<file path="src/rtl/ins_prefetch_buf.sv">
// ins_prefetch_buf: sequential instruction prefetch FIFO between the core fetch port and a req/gnt memory bus.
// Define INS_PFB_STATS_EN to add saturating hit/redirect counters (stat_hit, stat_redirect).
module ins_prefetch_buf #(
  parameter int DEPTH = 4,
  parameter int AW = 32
) (
  input  logic          clk,
  input  logic          nrst,
  input  logic          exIns_ren,
  input  logic [AW-1:0] exIns_addr,
  output logic          exIns_valid,
  output logic [31:0]   exIns_in,
  output logic          mem_req,
  output logic [AW-1:0] mem_addr,
  input  logic          mem_gnt,
  input  logic          mem_rvalid,
  input  logic [31:0]   mem_rdata
`ifdef INS_PFB_STATS_EN
  ,
  output logic [31:0]   stat_hit,
  output logic [31:0]   stat_redirect
`endif
);
  localparam int PW = $clog2(DEPTH);
  localparam int CW = PW + 1;
  localparam logic [0:0] IDLE = 1'b0;
  localparam logic [0:0] STREAM = 1'b1;

  logic [0:0]    state_q, state_d;
  logic [AW-1:0] addr_q [DEPTH];
  logic [31:0]   data_q [DEPTH];
  logic [PW-1:0] rd_q, rd_d, wr_q, wr_d;
  logic [CW-1:0] count_q, count_d, infl_q, infl_d, disc_q, disc_d, total;
  logic [AW-1:0] pf_q, pf_d, old_addr, exp_addr;
  logic          empty, redirect, hit, gnt, push, drop;

  // Inflight words are always the contiguous run just below pf_q.
  assign empty    = count_q == '0;
  assign old_addr = pf_q - (AW'(infl_q) << 2);
  assign exp_addr = !empty ? addr_q[rd_q] : (infl_q != '0 ? old_addr : pf_q);
  assign redirect = exIns_ren && (state_q == IDLE || exIns_addr != exp_addr);
  assign hit      = exIns_ren && !redirect && !empty;

  assign exIns_valid = hit;
  assign exIns_in    = hit ? data_q[rd_q] : '0;
  // Stale words still owed by memory count against the cap so discard never exceeds DEPTH.
  assign mem_req  = state_q == STREAM && !redirect && (count_q + infl_q + disc_q) < CW'(DEPTH);
  assign mem_addr = pf_q;

  assign gnt   = mem_req && mem_gnt;
  assign drop  = mem_rvalid && disc_q != '0;
  assign push  = mem_rvalid && disc_q == '0 && infl_q != '0;
  assign total = disc_q + infl_q;

  assign state_d = (state_q == IDLE && exIns_ren) ? STREAM : state_q;
  assign rd_d    = redirect ? '0 : rd_q + PW'(hit);
  assign wr_d    = redirect ? '0 : wr_q + PW'(push);
  assign count_d = redirect ? '0 : count_q + CW'(push) - CW'(hit);
  assign infl_d  = redirect ? '0 : infl_q + CW'(gnt) - CW'(push);
  assign disc_d  = redirect ? total - CW'(mem_rvalid && total != '0) : disc_q - CW'(drop);
  assign pf_d    = redirect ? exIns_addr : pf_q + (gnt ? AW'(4) : '0);

  always_ff @(posedge clk) begin
    if (push && !redirect) begin
      addr_q[wr_q] <= old_addr;
      data_q[wr_q] <= mem_rdata;
    end
  end

  always_ff @(posedge clk or negedge nrst) begin
    if (!nrst) begin
      state_q <= IDLE;
      rd_q    <= '0;
      wr_q    <= '0;
      count_q <= '0;
      infl_q  <= '0;
      disc_q  <= '0;
      pf_q    <= '0;
    end else begin
      state_q <= state_d;
      rd_q    <= rd_d;
      wr_q    <= wr_d;
      count_q <= count_d;
      infl_q  <= infl_d;
      disc_q  <= disc_d;
      pf_q    <= pf_d;
    end
  end

`ifdef INS_PFB_STATS_EN
  logic [31:0] hit_q, redir_q;
  always_ff @(posedge clk or negedge nrst) begin
    if (!nrst) begin
      hit_q   <= '0;
      redir_q <= '0;
    end else begin
      hit_q   <= hit_q + 32'(hit && hit_q != '1);
      redir_q <= redir_q + 32'(redirect && redir_q != '1);
    end
  end
  assign stat_hit      = hit_q;
  assign stat_redirect = redir_q;
`else
  // Counters compiled out; the stat ports do not exist in this build.
`endif

  a_rvalid_expected: assert property (@(posedge clk) disable iff (!nrst)
    mem_rvalid |-> (infl_q != '0 || disc_q != '0));
  a_addr_aligned: assert property (@(posedge clk) disable iff (!nrst)
    exIns_ren |-> exIns_addr[1:0] == 2'b00);
endmodule
</file>
<file path="config.mk">
export PLATFORM = sky130hd
export DESIGN_NAME = ins_prefetch_buf
export DESIGN_NICKNAME = d
export VERILOG_FILES = /design/src/rtl/ins_prefetch_buf.sv
export SDC_FILE = /design/constraint.sdc
export NUM_CORES = 1
export LEC_CHECK = 0
export CORE_ASPECT_RATIO = 1.5
export CORE_MARGIN = 2
export CORE_UTILIZATION = 64
export DETAILED_ROUTE_END_ITERATION = 8
export DONT_BUFFER_PORTS = 1
export PLACE_DENSITY = 0.82
export SLEW_MARGIN = 40
export SYNTH_ARGS = -nofsm -noshare
export SYNTH_HDL_FRONTEND = slang
export SYNTH_SLANG_ARGS = --single-unit
</file>
<file path="constraint.sdc">
create_clock -name clk -period 14.1 [get_ports clk]
set_input_delay 2.82 -clock clk [delete_from_list [all_inputs] [get_ports clk]]
set_output_delay 2.82 -clock clk [all_outputs]
set_load 0.01 [all_outputs]
</file>
# Word-level counts from Yosys, hierarchy flattened
# Memories as Yosys holds them, arrays and structs flattened.
# Index checks and enable logic that the tools add are counted.
# Widths: inputs -> output; s select.
[word_totals] ff_bits=46 latchBits=0 ramBits=256 mem_bits_ro=0 inputBits=69 memories=2
[op_classes] add_sub_neg=13 n_mul=0 div_mod_pow=0 magnitude_cmp=1 n_eq_ne=1 n_shift=0 muxes=12 bitwise=1 reduce_logical=20
[mem_list] memory="addr_q" words=4 width=32 read_ports=1 rd_ports_with_merged_regs=0 wr=1 line_no="30" text="logic [AW-1:0] addr_q [DEPTH];"
[mem_list] memory="data_q" words=4 width=32 read_ports=1 rd_ports_with_merged_regs=0 wr=1 line_no="31" text="logic [31:0] data_q [DEPTH];"
[op_table] operator="$mux 32" count=4
[op_table] operator="$add 32x3->32" count=1
[op_table] operator="$ne 32x32->1" count=1
[op_table] operator="$sub 32x5->32" count=1
[op_table] operator="$logic_and 1x1->1" count=12
[op_table] operator="$mux 3" count=4
[op_table] operator="$sub 3x1->3" count=4
[op_table] operator="$add 3x3->3" count=3
[op_table] operator="$reduce_bool 3->1" count=3
[op_table] operator="$add 3x1->3" count=2
[op_table] operator="$logic_not 3->1" count=2
[op_table] operator="$add 2x1->2" count=2
[op_table] operator="$mux 2" count=2
[op_table] operator="$lt 3x3->1 const B" count=1
[op_table] operator="$logic_not 1->1" count=2
[op_table] operator="$mux 1" count=2
[op_table] operator="$logic_or 1x1->1" count=1
[op_table] operator="$not 1->1" count=1

# Depth between registers and ports, before layout
# Gate-level depths: netlist (run 1).
[logic_depth] word_depth=13 mapped_depth=25 depth_no_buf=23

# Least setup slack after synthesis (run 1)
# OpenSTA, ideal clock, no wires.
[synth_path] kind="input to register" startpoint="input exIns_addr[28]" endpoint="memory addr_q[0][0], enable pin" setup_ps=644 arrival_ps=11237 setup_slack_ps=2220 stages=12 path_buffers=3 path_cell_list="clkbuf_1 -> xor2_1 -> or4_1 -> nor3_1 -> nand4_1 -> o311ai_0 -> nand4_1 -> or4_1 -> o31a_1 -> buf_6 -> buf_2 -> nor4_1"
[synth_via] elab_chain_cells=7
[synth_lines] element="from (decl)" line_no="10" text="input logic [AW-1:0] exIns_addr,"
[synth_lines] element="$ne 32x32->1" line_no="41" text="assign redirect = exIns_ren && (state_q == IDLE || exIns_addr != exp_addr);"
[synth_lines] element="$logic_or 1x1->1" line_no="41"
[synth_lines] element="$logic_and 1x1->1" line_no="41"
[synth_lines] element="$logic_not 1->1" line_no="64" text="if (push && !redirect) begin"
[synth_lines] element="$logic_and 1x1->1" line_no="64"
[synth_lines] element="$mux 1" line_no="64"
[synth_lines] element="$mux 1 (implied by the code)" line_no="65" text="addr_q[wr_q] <= old_addr;"
[synth_lines] element="to (decl)" line_no="30"
# Every way passes these cells.

# Worst setup path in the final report (run 1)
[layout_path] startpoint="input exIns_addr[13]" endpoint="output exIns_in[22]"
[layout_via] elab_chain_cells=7
[layout_lines] element="$ne 32x32->1" line_no="41"
[layout_lines] element="$logic_or 1x1->1" line_no="41"
[layout_lines] element="$logic_and 1x1->1" line_no="41"
[layout_lines] element="$logic_not 1->1" line_no="42" text="assign hit = exIns_ren && !redirect && !empty;"
[layout_lines] element="$logic_and 1x1->1 (2 in series)" line_no="42"
[layout_lines] element="$mux 32" line_no="45" text="assign exIns_in = hit ? data_q[rd_q] : '0;"
[layout_lines] element="to (decl)" line_no="12" text="output logic [31:0] exIns_in,"
# Every way passes these cells.

==> results.ini, run 1 <==
[outcome]
status = finished clean

[power]
pwr-share-clk_pct = 34.7
peakVddDrop_v = 0.000172
internal-power_mw = 1.61
swShare_pct = 27.2
p_leak_nw = 5.13
p_seq_share_pct = 48.5
total_power_mw = 2.22
power_density_mw_per_mm2 = 140
switchingPower_uw = 603
combPwrFrac_pct = 16.8

[setup_path]
required_ps = 11280
path_max_fanout = 32
worst-setup-path-type = input pin to output port
max_stage_delay_ps = 440
crit_chain = nor2b_1, a2111oi_0, nand4_1, a211oi_1, o22ai_1, or4_1, or4_1, nor3_1, nand3_1, buf_4, nor2b_1
cp_slowest_cell = or4_1
worstSetupStartpointType = input pin
cp-end-kind = output port
arrival_ps = 5570

[sta]
worstMarginPinSlew_ps = 894
worst_hold_slack_ps = 551
finalCritPeriodShare_pct = 59.5
fin_tns_setup_ps = 0
timing.slew.headroom_pct = 40.0
fin_crit_ps = 8390
max_freq_mhz = 119
setup_violations = 0
final_hold_viol_count = 0
clock_skew_ps = 10.4
rsz0062_at_grt = false
final-max-slew-violation-count = 0

[final_layout]
syn_to_final_growth_pct = 7.87
fill_cells = 1510
final_layout_size_suffix_gt1_share_pct = 14.1
final_util_pct = 70.5
seq_area_mm2 = 0.00884
multi_input_area_mm2 = 0.00547
final_nets = 1102
fin_cells = 1308
diodes = 0

[synthesis]
synth-main-ff-cell = edfxtp_1
synthDistinctLibCells = 67
async_flop_share_pct = 15.2
syn_area_mm2 = 0.0147
synth-seq-cells = 302
avgSynthCellArea_um2 = 14.1
syn-num-nets = 1131
yosysSeqAreaShare_pct = 60.2
synth-edff-count = 256
yosysWarnings = 0
postSynthCellCount = 1040

[drt]
drcViolationCount = 0
routed_wl_mm = 35.4
via_per_inst = 6.75
postRouteAntennaNets = 0
via_count = 8833
drtPass1Iterations = 5
drtIter0Drc = 753
routedWlPerCell_um = 27.0

[clock_tree]
clkTransAtPathRegs_ps = 60
h-tree-depth = 1
numCtsBuffers = 28
clock_latency_ps = 540
clock_sinks = 302
cts_hold_buf = 0
cts_resized = 0
cts_tree = built
clockBufferDepth = 3
post_cts_buffers = 0
cts_root_buf = clkbuf_16

[floorplan]
boundaryPins = 135
start_util_pct = 65.3
die_width_um = 128
die_area_mm2 = 0.0242
coreArea_mm2 = 0.0225
die_h_um = 189
rows = 67

[grt]
grt-ovfl-total = 0
grt_usage_pct = 29.6
grt_antenna_before_repair = 0
grt_max_degree = 73
grt_pass1_wl_mm = 53.5
grt_pass1_vias = 9048

[placement]
place_inst = 1257
dp_hpwl_mm = 23.1
place_congestion = 1.01
port_buffers = 0

[job]
max_cap_viol_count = 0

[min_path]
hp-class = register to register

==> layout make-up <==
cell class / instances / area share [%]
sequential: 302 / 55.9
multi-input combinational: 641 / 34.6
clock buffer: 38 / 5.13
tap: 276 / 2.18
clock inverter: 13 / 0.893
timing repair buffer: 14 / 0.806
inverter: 24 / 0.569
==> layer usage <==
metal / GRT usage (%) / vias up / wire length, um
met3: 6.81 / 111 / 2890
met4: 13.8 / 0 / 1900
met2: 49.0 / 429 / 17800
li1: - / 3855 / -
met5: 0 / - / 0
met1: 37.3 / 4438 / 12800
==> registers in the layout, indices dropped and copies added (netlist names) <==
signal,flops
state_q,1
infl_q,3
addr_q,128
data_q,128
mem_addr,32
count_q,3
disc_q,3
rd_q,2
wr_q,2
==> cells by family (layout without fill, tap and decap cells) <==
group | count (synthesis) | count (layout) | share of synthesized area (%)
buf+inv | 97 | 89 | 2.80
simple gates | 298 | 298 | 11.0
xor+xnor | 130 | 130 | 7.76
flops | 302 | 302 | 60.2
mux | 93 | 93 | 11.7
fa+ha+maj | 22 | 22 | 2.13
compound gates | 98 | 98 | 4.40
==> critical path, delay by kind of cell <==
family / cells / cell delay, ps
buf+inv: 1 / 290
compound gates: 3 / 710
simple gates: 7 / 1730
==> path summary, 6_finish.rpt <==
check | endpoint | depth (start not counted) | start | slack, ps
min in group asynchronous | mem_addr[23] | 0 | nrst | 1970
setup / recovery | exIns_in[22] | 11 | exIns_addr[13] | 5710
setup reg to reg | mem_addr[24] | 20 | mem_addr[13] | 6790
hold / removal | state_q | 1 | state_q | 550
max in group asynchronous | mem_addr[16] | 0 | nrst | 12020
hold reg to reg | state_q | 1 | state_q | 550
==> per-stage QoR <==
stage	instance area (um^2)	setup slack (ps)
after global placement	14900	5840
final	15800	5710
after global routing	15800	5530
after detailed placement	14900	5750
after CTS	15800	5740
after floorplan	14700	2220
==> cell usage in the layout, fill, tap and decap left out, types with 4 or more instances in the layout <==
cell / Yosys / layout
edfxtp_1: 256 / 256
xnor2_1: 80 / 80
mux4_2: 60 / 60
nand2_1: 54 / 54
nor2_1: 51 / 51
xor2_1: 50 / 50
nor2b_1: 46 / 46
dfrtp_1: 46 / 44
clkbuf_16: 0 / 31
nor3_1: 31 / 29
nand3_1: 28 / 28
o21ai_0: 25 / 25
inv_1: 24 / 24
mux2i_1: 22 / 22
nand4_1: 17 / 17
ha_1: 17 / 17
nor4_1: 17 / 15
a21oi_1: 14 / 14
or4_1: 11 / 11
or3_1: 9 / 9
a31oi_1: 9 / 9
buf_4: 2 / 8
o22ai_1: 7 / 7
and3_1: 7 / 7
mux2_4: 7 / 7
o21ai_1: 7 / 7
clkinv_2: 0 / 7
nand3b_1: 6 / 6
clkbuf_1: 55 / 6
buf_6: 5 / 6
nand2b_1: 5 / 5
fa_1: 5 / 5
mux2_2: 4 / 4
==> power by group through the flow <==
stage | sequential, mW | clock, mW | combinational (mW)
floorplan | 1.06 | 0 | 0.291
global placement | 1.09 | 0 | 0.351
detailed placement | 1.09 | 0 | 0.360
CTS | 1.07 | 0.778 | 0.365
global route | 1.08 | 0.811 | 0.400
finish | 1.08 | 0.769 | 0.371
==> cells in the mapped netlist, drive strengths merged, types with 3 or more instances <==
cell type / n / area share, %
and3: 7 / 0.30
o22ai: 7 / 0.30
nor4: 18 / 0.87
buf: 18 / 0.78
mux2i: 22 / 1.5
o311ai: 4 / 0.24
xnor2: 80 / 4.8
o21ai: 32 / 1.1
or2: 3 / 0.13
mux4: 60 / 9.2
o2111ai: 3 / 0.18
nor4b: 3 / 0.26
mux2: 11 / 1.0
inv: 24 / 0.61
ha: 17 / 1.4
fa: 5 / 0.68
nand2: 54 / 1.4
edfxtp: 256 / 52
nand3: 28 / 0.95
nor2b: 46 / 2.0
nor3: 31 / 1.1
nand4: 17 / 0.72
xor2: 50 / 3.0
nand2b: 5 / 0.21
o31a: 4 / 0.24
nor2: 51 / 1.3
or4: 12 / 0.64
a21oi: 14 / 0.48
clkbuf: 55 / 1.4
and2: 3 / 0.13
dfrtp: 46 / 7.8
or3: 10 / 0.46
a31oi: 9 / 0.38
nand3b: 6 / 0.31
No activity file was read; power rests on OpenSTA's default activity.
==> run 2: changes to the inputs <==
--- a/config.mk
+++ b/config.mk
@@ -7,10 +7,10 @@
 export LEC_CHECK = 0
 export CORE_ASPECT_RATIO = 1.5
 export CORE_MARGIN = 2
-export CORE_UTILIZATION = 64
+export CORE_UTILIZATION = 58
 export DETAILED_ROUTE_END_ITERATION = 8
 export DONT_BUFFER_PORTS = 1
-export PLACE_DENSITY = 0.82
+export PLACE_DENSITY = 0.78
 export SLEW_MARGIN = 40
 export SYNTH_ARGS = -nofsm -noshare
 export SYNTH_HDL_FRONTEND = slang
==> constraint.sdc (replaced) <==
create_clock -name clk -period 7.1 [get_ports clk]
set_input_delay 1.42 -clock clk [delete_from_list [all_inputs] [get_ports clk]]
set_output_delay 1.42 -clock clk [all_outputs]
set_load 0.01 [all_outputs]
==> results.ini, run 2 (same netlist as run 1, synthesis figures left out) <==
[outcome]
status = finished clean

[setup_path]
cp-end-kind = output port
worstSetupStartpointType = register
max_stage_delay_ps = 620  ; +180 ps
arrival_ps = 5050  ; -520 ps
path_max_fanout = 33  ; +3.1%
crit_chain = or4_4, nor4b_1, nand2_1, o311ai_1, nand3_1, or4_1, or4_1, nor3_1, nand3_1, buf_4, nor2b_1
crit_family = simple AND/OR/NAND/NOR gates
worst-setup-path-type = register to output port
required_ps = 5680  ; -5600 ps
critPathBufInv = 1  ; unchanged
cp_slowest_cell = or4_4

[placement]
place_inst = 1333  ; +6.0%
place_congestion = 1.00  ; -1.1%
dp_hpwl_mm = 25.3  ; +9.4%
port_buffers = 0  ; unchanged
post-place-ws_ps = 839  ; -4910 ps

[grt]
grt_pass1_wl_mm = 55.7  ; +4.1%
grt-ovfl-total = 0  ; unchanged
grt_max_degree = 73  ; unchanged
grt_antenna_before_repair = 0  ; unchanged
grt_usage_pct = 28.3  ; -1.3 points
grt_pass1_vias = 9375  ; +3.6%

[final_layout]
multi_input_area_mm2 = 0.00548  ; +0.16%
final_nets = 1126  ; +2.2%
diodes = 0  ; unchanged
fin_cells = 1385  ; +5.9%
fill_cells = 1821  ; +21%
layout_commonest_cell = edfxtp_1
mostFrequentLayoutCells = edfxtp_1 (256), xnor2_1 (80), mux4_2 (60), nand2_1 (54), nor2_1 (51)
final_layout_size_suffix_gt1_share_pct = 16.3  ; +2.1 points
seq_area_mm2 = 0.00884  ; unchanged
syn_to_final_growth_pct = 10.4

[sta]
worst_hold_slack_ps = 544  ; -7.47 ps
clock_skew_ps = 21.4  ; +11.0 ps
timing.slew.headroom_pct = 48.1  ; +8.1 points
fin_tns_setup_ps = 0  ; unchanged
setup_violations = 0  ; unchanged
rsz0062_at_grt = false
finalCritPeriodShare_pct = 91.1
final-max-slew-violation-count = 0  ; unchanged
final_hold_viol_count = 0  ; unchanged
max_freq_mhz = 155
fin_crit_ps = 6470
worstMarginPinSlew_ps = 771  ; -122 ps
setup_ws_ps = 630  ; -5080 ps

[job]
max_cap_viol_count = 0  ; unchanged

[clock_tree]
cts_resized = 0  ; unchanged
cts_hold_buf = 0  ; unchanged
cts_tree = built
clock_latency_ps = 550  ; about the same
clock_sinks = 302  ; unchanged
clkTransAtPathRegs_ps = 70  ; about the same
numCtsBuffers = 28  ; unchanged
clockBufferDepth = 3  ; unchanged
post_cts_buffers = 0  ; unchanged
h-tree-depth = 1  ; unchanged
cts_root_buf = clkbuf_16

[drt]
routedWlPerCell_um = 26.7  ; -1.3%
drtIter0Drc = 828  ; +10%
wl_met1_mm = 13.0  ; +1.3%
via_count = 8912  ; +0.89%
drtPass1Iterations = 5  ; unchanged
drcViolationCount = 0  ; unchanged
postRouteAntennaNets = 0  ; unchanged
via_per_inst = 6.43  ; -4.7%
top_layer_used = met4
wl_met2_mm = 18.7  ; +5.5%
met3WireLength_mm = 3.00  ; +4.0%
routed_wl_mm = 37.0  ; +4.5%

[min_path]
hp-class = register to register

[power]
power_density_mw_per_mm2 = 281  ; +100%
p_seq_share_pct = 46.3  ; -2.2 points
peakVddDrop_v = 0.000247  ; +44%
p_leak_nw = 5.29  ; +3.1%
swShare_pct = 27.3  ; +0.086 points
internal-power_mw = 3.31  ; +110%
pwr-share-clk_pct = 35.7  ; +1.0 points
switchingPower_mw = 1.24  ; +110%
combPwrFrac_pct = 17.9  ; +1.1 points

[floorplan]
die_width_um = 134  ; +4.9%
start_util_pct = 58.8  ; -6.5 points
die_h_um = 199  ; +4.9%
coreArea_mm2 = 0.0250  ; +11%
rows = 71  ; +6.0%
die_area_mm2 = 0.0266  ; +10%
boundaryPins = 135  ; unchanged

==> run 2: area by class of cell <==
class | count | area share (%)
inverter | 24 | 0.556
clock inverter | 18 | 1.61
multi-input combinational | 641 | 33.8
sequential | 302 | 54.6
clock buffer | 34 | 4.72
tap | 328 | 2.53
timing repair buffer | 38 | 2.17
==> run 2: layer usage <==
metal	vias to the layer above	track usage, %
li1	3910	-
met1	4460	32.6
met2	415	48.6
met3	127	6.50
met4	0	16.2
met5	-	0
==> run 2: path summary, 6_finish.rpt <==
check                        startpoint            to  slack (ps)  cells after the start
min reg2reg                   disc_q[2]     disc_q[2]         540                      1
max                        mem_addr[12]  exIns_in[26]         630                     11
min in group asynchronous          nrst  mem_addr[17]         560                      0
max reg2reg                mem_addr[12]  mem_addr[29]         660                     21
max in group asynchronous          nrst       rd_q[0]        6390                      0
min                           disc_q[2]     disc_q[2]         540                      1
==> run 2: power by group through the flow <==
stage | Combinational (mW) | Clock [mW] | Sequential (mW)
floorplan | 0.580 | 0 | 2.10
global placement | 0.786 | 0 | 2.14
detailed placement | 0.795 | 0 | 2.15
CTS | 0.802 | 1.66 | 2.11
global route | 0.880 | 1.72 | 2.12
finish | 0.817 | 1.63 | 2.11
==> run 2: stage by stage <==
step	instance area, um^2	util [%]	total power, mW
finish	16200	64.9	4.55
detailed placement	15200	60.8	2.94
global placement	15200	60.8	2.93
CTS	16200	64.9	4.57
floorplan	14700	-	2.68
global route	16200	64.9	4.72
==> run 3: changes to the inputs <==
--- a/config.mk
+++ b/config.mk
@@ -10,6 +10,7 @@
 export CORE_UTILIZATION = 58
 export DETAILED_ROUTE_END_ITERATION = 8
 export DONT_BUFFER_PORTS = 1
+export HOLD_SLACK_MARGIN = 0.15
 export PLACE_DENSITY = 0.78
 export SLEW_MARGIN = 40
 export SYNTH_ARGS = -nofsm -noshare
==> results of run 3 <==
Same layout as run 2: the final DEF is identical, and so are final timing and power.
